### src/rtl/tomasulo_core_param.sv
// Tomasulo issue/execute core: renamed issue into per-class reservation stations,
// one add/sub and one mul/div unit, and a single registered common data bus.
module tomasulo_core_param #(
    parameter int DATA_W  = 16,
    parameter int N_ADD   = 3,
    parameter int N_MUL   = 2,
    parameter int ADD_LAT = 2,
    parameter int MUL_LAT = 4,
    parameter int DIV_LAT = 8,
    localparam int N_RS   = N_ADD + N_MUL,
    localparam int TAG_W  = $clog2(N_RS + 1)
) (
    input  logic              clock,
    input  logic              reset_n,
    input  logic              instr_valid,
    input  logic [15:0]       instr,
    output logic              instr_ready,
    input  logic              rf_wr_en,
    input  logic [3:0]        rf_wr_addr,
    input  logic [DATA_W-1:0] rf_wr_data,
    output logic              cdb_valid,
    output logic [TAG_W-1:0]  cdb_tag,
    output logic [DATA_W-1:0] cdb_data,
    output logic [N_RS-1:0]   rs_busy,
    output logic              idle
);
    localparam int MAX_LAT = (ADD_LAT > MUL_LAT) ? ((ADD_LAT > DIV_LAT) ? ADD_LAT : DIV_LAT)
                                                 : ((MUL_LAT > DIV_LAT) ? MUL_LAT : DIV_LAT);
    localparam int CNT_W   = $clog2(MAX_LAT + 1);

    logic [DATA_W-1:0] r_rf [16];
    logic [TAG_W-1:0]  r_qi [16];
    logic [N_RS-1:0]   r_busy, r_exec, r_fn;
    logic [DATA_W-1:0] r_vj [N_RS];
    logic [DATA_W-1:0] r_vk [N_RS];
    logic [TAG_W-1:0]  r_qj [N_RS];
    logic [TAG_W-1:0]  r_qk [N_RS];

    logic              r_add_act, r_add_sub, r_mul_act, r_mul_div;
    logic [CNT_W-1:0]  r_add_cnt, r_mul_cnt;
    logic [TAG_W-1:0]  r_add_tag, r_mul_tag;
    logic [DATA_W-1:0] r_add_a, r_add_b, r_mul_a, r_mul_b;
    logic              r_cdb_valid;
    logic [TAG_W-1:0]  r_cdb_tag;
    logic [DATA_W-1:0] r_cdb_data;

    logic [2:0]        w_op;
    logic [3:0]        w_rd, w_rs, w_rt;
    logic              w_unused_msb;
    logic              w_add_free, w_mul_free, w_issue;
    logic [TAG_W-1:0]  w_add_tag, w_mul_tag, w_alloc_tag, w_alloc_idx;
    logic [TAG_W-1:0]  w_qj, w_qk, w_add_sel, w_mul_sel;
    logic [DATA_W-1:0] w_vj, w_vk, w_add_res, w_mul_res;
    logic              w_add_rdy, w_mul_rdy, w_add_go, w_mul_go;
    logic              w_add_done, w_mul_done, w_add_win, w_mul_win;

    assign w_op         = instr[2:0];
    assign w_rd         = instr[6:3];
    assign w_rs         = instr[10:7];
    assign w_rt         = instr[14:11];
    assign w_unused_msb = instr[15];

    // NOTE: every always_comb output gets a default first so no latch is inferred.
    always_comb begin
        w_add_free = 1'b0;
        w_add_tag  = '0;
        w_mul_free = 1'b0;
        w_mul_tag  = '0;
        for (int i = N_ADD - 1; i >= 0; i--) begin
            if (!r_busy[i]) begin
                w_add_free = 1'b1;
                w_add_tag  = TAG_W'(i + 1);
            end
        end
        for (int i = N_RS - 1; i >= N_ADD; i--) begin
            if (!r_busy[i]) begin
                w_mul_free = 1'b1;
                w_mul_tag  = TAG_W'(i + 1);
            end
        end
    end

    assign instr_ready = w_op[2] | (w_op[1] ? w_mul_free : w_add_free);
    assign w_issue     = instr_valid & instr_ready & ~w_op[2];
    assign w_alloc_tag = w_op[1] ? w_mul_tag : w_add_tag;
    assign w_alloc_idx = w_alloc_tag - TAG_W'(1);

    // Sources see the pre-issue mapping; a same-cycle broadcast is bypassed in.
    always_comb begin
        w_qj = r_qi[w_rs];
        w_vj = r_rf[w_rs];
        w_qk = r_qi[w_rt];
        w_vk = r_rf[w_rt];
        if (r_cdb_valid && w_qj != '0 && w_qj == r_cdb_tag) begin
            w_qj = '0;
            w_vj = r_cdb_data;
        end
        if (r_cdb_valid && w_qk != '0 && w_qk == r_cdb_tag) begin
            w_qk = '0;
            w_vk = r_cdb_data;
        end
    end

    always_comb begin
        w_add_rdy = 1'b0;
        w_add_sel = '0;
        w_mul_rdy = 1'b0;
        w_mul_sel = '0;
        for (int i = N_ADD - 1; i >= 0; i--) begin
            if (r_busy[i] && !r_exec[i] && r_qj[i] == '0 && r_qk[i] == '0) begin
                w_add_rdy = 1'b1;
                w_add_sel = TAG_W'(i);
            end
        end
        for (int i = N_RS - 1; i >= N_ADD; i--) begin
            if (r_busy[i] && !r_exec[i] && r_qj[i] == '0 && r_qk[i] == '0) begin
                w_mul_rdy = 1'b1;
                w_mul_sel = TAG_W'(i);
            end
        end
    end

    assign w_add_go   = w_add_rdy & ~r_add_act;
    assign w_mul_go   = w_mul_rdy & ~r_mul_act;
    assign w_add_res  = r_add_sub ? r_add_a - r_add_b : r_add_a + r_add_b;
    assign w_mul_res  = r_mul_div ? ((r_mul_b == '0) ? '1 : r_mul_a / r_mul_b)
                                  : r_mul_a * r_mul_b;
    assign w_add_done = r_add_act & (r_add_cnt == '0);
    assign w_mul_done = r_mul_act & (r_mul_cnt == '0);
    assign w_mul_win  = w_mul_done;
    assign w_add_win  = w_add_done & ~w_mul_done;

    // NOTE: the register file and tag table are reset because a cleared machine
    // must read back zeros; sequential state uses non-blocking assignments only.
    always_ff @(posedge clock or negedge reset_n) begin
        if (!reset_n) begin
            for (int i = 0; i < 16; i++) begin
                r_rf[i] <= '0;
                r_qi[i] <= '0;
            end
        end else begin
            if (r_cdb_valid) begin
                for (int i = 0; i < 16; i++) begin
                    if (r_qi[i] == r_cdb_tag) begin
                        r_rf[i] <= r_cdb_data;
                        r_qi[i] <= '0;
                    end
                end
            end
            if (rf_wr_en) r_rf[rf_wr_addr] <= rf_wr_data;
            if (w_issue)  r_qi[w_rd] <= w_alloc_tag;
        end
    end

    always_ff @(posedge clock or negedge reset_n) begin
        if (!reset_n) begin
            r_busy <= '0;
            r_exec <= '0;
            r_fn   <= '0;
            for (int i = 0; i < N_RS; i++) begin
                r_vj[i] <= '0;
                r_vk[i] <= '0;
                r_qj[i] <= '0;
                r_qk[i] <= '0;
            end
        end else begin
            if (r_cdb_valid) begin
                for (int i = 0; i < N_RS; i++) begin
                    if (r_qj[i] == r_cdb_tag) begin
                        r_vj[i] <= r_cdb_data;
                        r_qj[i] <= '0;
                    end
                    if (r_qk[i] == r_cdb_tag) begin
                        r_vk[i] <= r_cdb_data;
                        r_qk[i] <= '0;
                    end
                    if (r_cdb_tag == TAG_W'(i + 1)) begin
                        r_busy[i] <= 1'b0;
                        r_exec[i] <= 1'b0;
                    end
                end
            end
            if (w_add_go) r_exec[w_add_sel] <= 1'b1;
            if (w_mul_go) r_exec[w_mul_sel] <= 1'b1;
            if (w_issue) begin
                r_busy[w_alloc_idx] <= 1'b1;
                r_exec[w_alloc_idx] <= 1'b0;
                r_fn[w_alloc_idx]   <= w_op[0];
                r_vj[w_alloc_idx]   <= w_vj;
                r_vk[w_alloc_idx]   <= w_vk;
                r_qj[w_alloc_idx]   <= w_qj;
                r_qk[w_alloc_idx]   <= w_qk;
            end
        end
    end

    // A finished unit holds its result and stays active until it wins the bus.
    always_ff @(posedge clock or negedge reset_n) begin
        if (!reset_n) begin
            r_add_act <= 1'b0; r_add_sub <= 1'b0; r_add_cnt <= '0; r_add_tag <= '0;
            r_add_a   <= '0;   r_add_b   <= '0;
            r_mul_act <= 1'b0; r_mul_div <= 1'b0; r_mul_cnt <= '0; r_mul_tag <= '0;
            r_mul_a   <= '0;   r_mul_b   <= '0;
        end else begin
            if (w_add_go) begin
                r_add_act <= 1'b1;
                r_add_cnt <= CNT_W'(ADD_LAT - 1);
                r_add_tag <= w_add_sel + TAG_W'(1);
                r_add_a   <= r_vj[w_add_sel];
                r_add_b   <= r_vk[w_add_sel];
                r_add_sub <= r_fn[w_add_sel];
            end else if (r_add_act) begin
                if (r_add_cnt != '0) r_add_cnt <= r_add_cnt - CNT_W'(1);
                else if (w_add_win)  r_add_act <= 1'b0;
            end
            if (w_mul_go) begin
                r_mul_act <= 1'b1;
                r_mul_cnt <= r_fn[w_mul_sel] ? CNT_W'(DIV_LAT - 1) : CNT_W'(MUL_LAT - 1);
                r_mul_tag <= w_mul_sel + TAG_W'(1);
                r_mul_a   <= r_vj[w_mul_sel];
                r_mul_b   <= r_vk[w_mul_sel];
                r_mul_div <= r_fn[w_mul_sel];
            end else if (r_mul_act) begin
                if (r_mul_cnt != '0) r_mul_cnt <= r_mul_cnt - CNT_W'(1);
                else if (w_mul_win)  r_mul_act <= 1'b0;
            end
        end
    end

    always_ff @(posedge clock or negedge reset_n) begin
        if (!reset_n) begin
            r_cdb_valid <= 1'b0;
            r_cdb_tag   <= '0;
            r_cdb_data  <= '0;
        end else if (w_mul_win) begin
            r_cdb_valid <= 1'b1;
            r_cdb_tag   <= r_mul_tag;
            r_cdb_data  <= w_mul_res;
        end else if (w_add_win) begin
            r_cdb_valid <= 1'b1;
            r_cdb_tag   <= r_add_tag;
            r_cdb_data  <= w_add_res;
        end else begin
            r_cdb_valid <= 1'b0;
        end
    end

    assign cdb_valid = r_cdb_valid;
    assign cdb_tag   = r_cdb_tag;
    assign cdb_data  = r_cdb_data;
    assign rs_busy   = r_busy;
    assign idle      = ~|r_busy & ~r_add_act & ~r_mul_act & ~r_cdb_valid;

endmodule

### config.mk
export PLATFORM = sky130hd
export DESIGN_NAME = tomasulo_core_param
export DESIGN_NICKNAME = d
export VERILOG_FILES = /design/src/rtl/tomasulo_core_param.sv
export SDC_FILE = /design/constraint.sdc
export NUM_CORES = 2
export LEC_CHECK = 0
export CORE_MARGIN = 2
export CORE_UTILIZATION = 35
export CTS_CLUSTER_SIZE = 30
export DETAILED_ROUTE_END_ITERATION = 16
export REMOVE_ABC_BUFFERS = 1
export SYNTH_ARGS = -nofsm -noshare
export SYNTH_HDL_FRONTEND = slang
export SYNTH_SLANG_ARGS = --single-unit
### constraint.sdc
create_clock -name clock -period 29.3 [get_ports clock]
set_clock_uncertainty 0.2 [all_clocks]
set_input_delay 5.86 -clock clock [delete_from_list [all_inputs] [get_ports clock]]
set_output_delay 5.86 -clock clock [all_outputs]
set_load 0.01 [all_outputs]
==> reports/results.ini <==
[status]
outcome = finished clean

[logic_synthesis]
synth_top_area_share_pct = 33.4
synth-edff-count = 0
async_flop_share_pct = 100
synth_cell_types = 99
yosysMostFrequentCell = nand2_1
synth-seq-cells = 610
ys.flop_type = dfrtp_1
netlist_top_cells_count = nand2_1, dfrtp_1, o21ai_0, mux2i_1, clkbuf_1
yosys_warnings = 0
synthCells = 4807
synth_top_cell_by_area = dfrtp_1
syn-cell-area_um2 = 45700
synth_area_leaders = dfrtp_1, mux4_2, mux2i_1, o21ai_0, nand2_1
seq_area_frac_synth_pct = 33.4
avgSynthCellArea_um2 = 9.50

[routing]
route.detailed.drc = 0
first_pass_iters = 6
totalWireLength_um = 139000
drt_iter0_drc = 2973
via_per_inst = 5.58
dr_total_vias = 36400
wl_per_cell_um = 21.4
ant_nets = 0

[global_routing]
gr-total-overflow = 0
grtUsageTotal_pct = 20.9
grt-busiest-layer = met2
use_met2_pct = 35.1
grt_pass1_wl_um = 218000
grt_use_met3_pct = 2.68
antenna_found_initial = 9
grt_max_degree = 155
met1_usage_pct = 27.8
grt_pass1_vias = 36000

[floorplan]
start_util_pct = 35.3
rows = 132
die-area_um2 = 133000
die_x_um = 365
design.core.area_um2 = 129000
ios = 67
die-height_um = 365

[placed_design]
post_dp_cell_area_um2 = 48300
portBuffers = 65
place_ws_ns = 0.249
gp_congestion = 0.895
place_inst = 6392
hpwl_um = 93600

[min_path]
worstHoldPathCells = 2
min_to = r_fn[4]$_DFFE_PN0P_
min_from = r_fn[4]$_DFFE_PN0P_
hold_class = register to register

[final_layout]
fin_cells = 6518
syn_to_final_growth_pct = 11.0
multi_input_area_um2 = 28500
final_nets = 5060
drive_gt1_share_pct = 15.7
final_area_um2 = 50700
seq_area_um2 = 15300
nFillCells = 12900

[worst_setup_path]
r2r_start = r_mul_b[13]$_DFFE_PN0P_
r2r_slack_ns = 1.65
crit_required_ns = 29.56
crit_top_cell = ha_1
path_class = register to register
timing.rr.end = cdb_data[0]$_DFFE_PN0P_
endpoint_kind = register
worstPathArrival_ns = 27.91
max_stage_delay_ns = 0.65
worstSetupStartpointType = register
cp_slowest_cell = or4b_2
r2r_cells = 110
critPathMaxFanout = 14

[run]
drv_cap = 0

[timing]
worst_slack_ns = 1.65
whs_ns = 0.272
hold_viol = 0
setup_violations = 0
period_share_pct = 94.4
fmax_ghz = 0.0362
timing.final.crit_period_ns = 27.65
tightest_slew_ns = 1.13
maxSlewHeadroom_pct = 24.6
slew_violations = 0

[clock_network]
cts_hold_buf = 0
clock_latency_ns = 0.61
htree_levels = 3
cts_made_buffers = 69
clk_path_buf_depth = 3
cts_sinks = 610
tritoncts = built
clk_pin_slew_ns = 0.06
cts_root_buf = clkbuf_16

## critical path, delay by kind of cell, from the launching register on
kind / cells / cell delay [ns]
muxes: 5 / 1.74
adders and majority gates: 15 / 4.40
DFF: 1 / 0.49
and+or+nand+nor: 27 / 6.45
buffers and inverters: 6 / 1.06
AOI/OAI and AO/OA: 57 / 13.15
## worst max path at each step
stage	from	end	slack, ns	cells after the start
final	r_mul_b[13]$_DFFE_PN0P_	cdb_data[0]$_DFFE_PN0P_	1.65	110
after global routing	r_mul_b[13]$_DFFE_PN0P_	cdb_data[0]$_DFFE_PN0P_	-0.04	116
after CTS	r_mul_b[10]$_DFFE_PN0P_	cdb_data[0]$_DFFE_PN0P_	0.17	109
after detailed placement	r_mul_b[10]$_DFFE_PN0P_	cdb_data[0]$_DFFE_PN0P_	0.25	109
after global placement	r_mul_b[10]$_DFFE_PN0P_	cdb_data[0]$_DFFE_PN0P_	0.62	106
after floorplan	r_mul_b[0]$_DFFE_PN0P_	cdb_data[0]$_DFFE_PN0P_	2.37	104
## through the flow
stage               utilization [%]  setup TNS, ns
floorplan                         -              0
global placement               37.3              0
detailed placement             37.3              0
CTS                            39.0              0
global route                   39.1        -0.0398
finish                         39.1              0
## logic make-up after synthesis
family          count (synthesis)  synth area share (%)
simple gates                 1366                  13.5
mux                           720                  21.5
buf+inv                       550                  4.64
fa+ha+maj                     291                  9.31
flops                         610                  33.4
compound gates               1066                  13.7
xor+xnor                      204                  3.91
## sequential cells by signal, indices dropped and copies added (netlist names), 15 cells and up
name      cells
r_qk         15
r_vk         80
r_add_a      16
r_mul_a      16
r_add_b      16
r_vj         80
r_rf        256
cdb_data     16
r_qi         48
r_mul_b      16
r_qj         15
## cells in the final DEF (no fill, tap or decap), drive strengths merged, types with 18 or more instances in the layout
| master | Yosys | final |
|---|---|---|
| mux2i | 345 | 345 |
| nand3 | 109 | 109 |
| ha | 210 | 210 |
| clkbuf | 283 | 108 |
| mux4 | 190 | 190 |
| nand2 | 746 | 746 |
| nor3 | 63 | 63 |
| nand2b | 28 | 28 |
| o211ai | 21 | 21 |
| nor2 | 193 | 193 |
| inv | 176 | 176 |
| o21ai | 661 | 661 |
| a31oi | 28 | 28 |
| a21oi | 112 | 112 |
| mux2 | 185 | 185 |
| a22oi | 37 | 37 |
| o21a | 33 | 33 |
| or3 | 23 | 23 |
| xnor2 | 164 | 164 |
| and2 | 45 | 45 |
| clkdlybuf4s50 | 0 | 58 |
| buf | 89 | 165 |
| fa | 81 | 81 |
| nor4 | 18 | 18 |
| nand4 | 36 | 36 |
| or2 | 19 | 19 |
| dfrtp | 610 | 610 |
| a21o | 40 | 40 |
| xor2 | 40 | 40 |
## metal layers
metal  routed length [um]  vias up
li1                     -    17000
met2                66500     1134
met4                 4510       12
met3                 7810      281
met5                   84        -
met1                60400    18000
## what timing repair did
item | CTS | global route
resized for setup | 0 | 33
setup buffers | 0 | 8
hold endpoints to repair | 0 | 0
setup endpoints to repair | 0 | 2
## cell type report
class | instances | area share [%]
Antenna cell | 1 | 0.00494
Clock buffer | 108 | 4.08
Clock inverter | 9 | 0.203
Inverter | 178 | 1.32
Multi-Input combinational cell | 3647 | 56.3
Sequential cell | 610 | 30.1
Tap cell | 1742 | 4.30
Timing Repair Buffer | 223 | 3.62
Power is left out: the tool's default activity adds up to more than one toggle a clock period on the data nets, which glitch-free logic cannot reach.
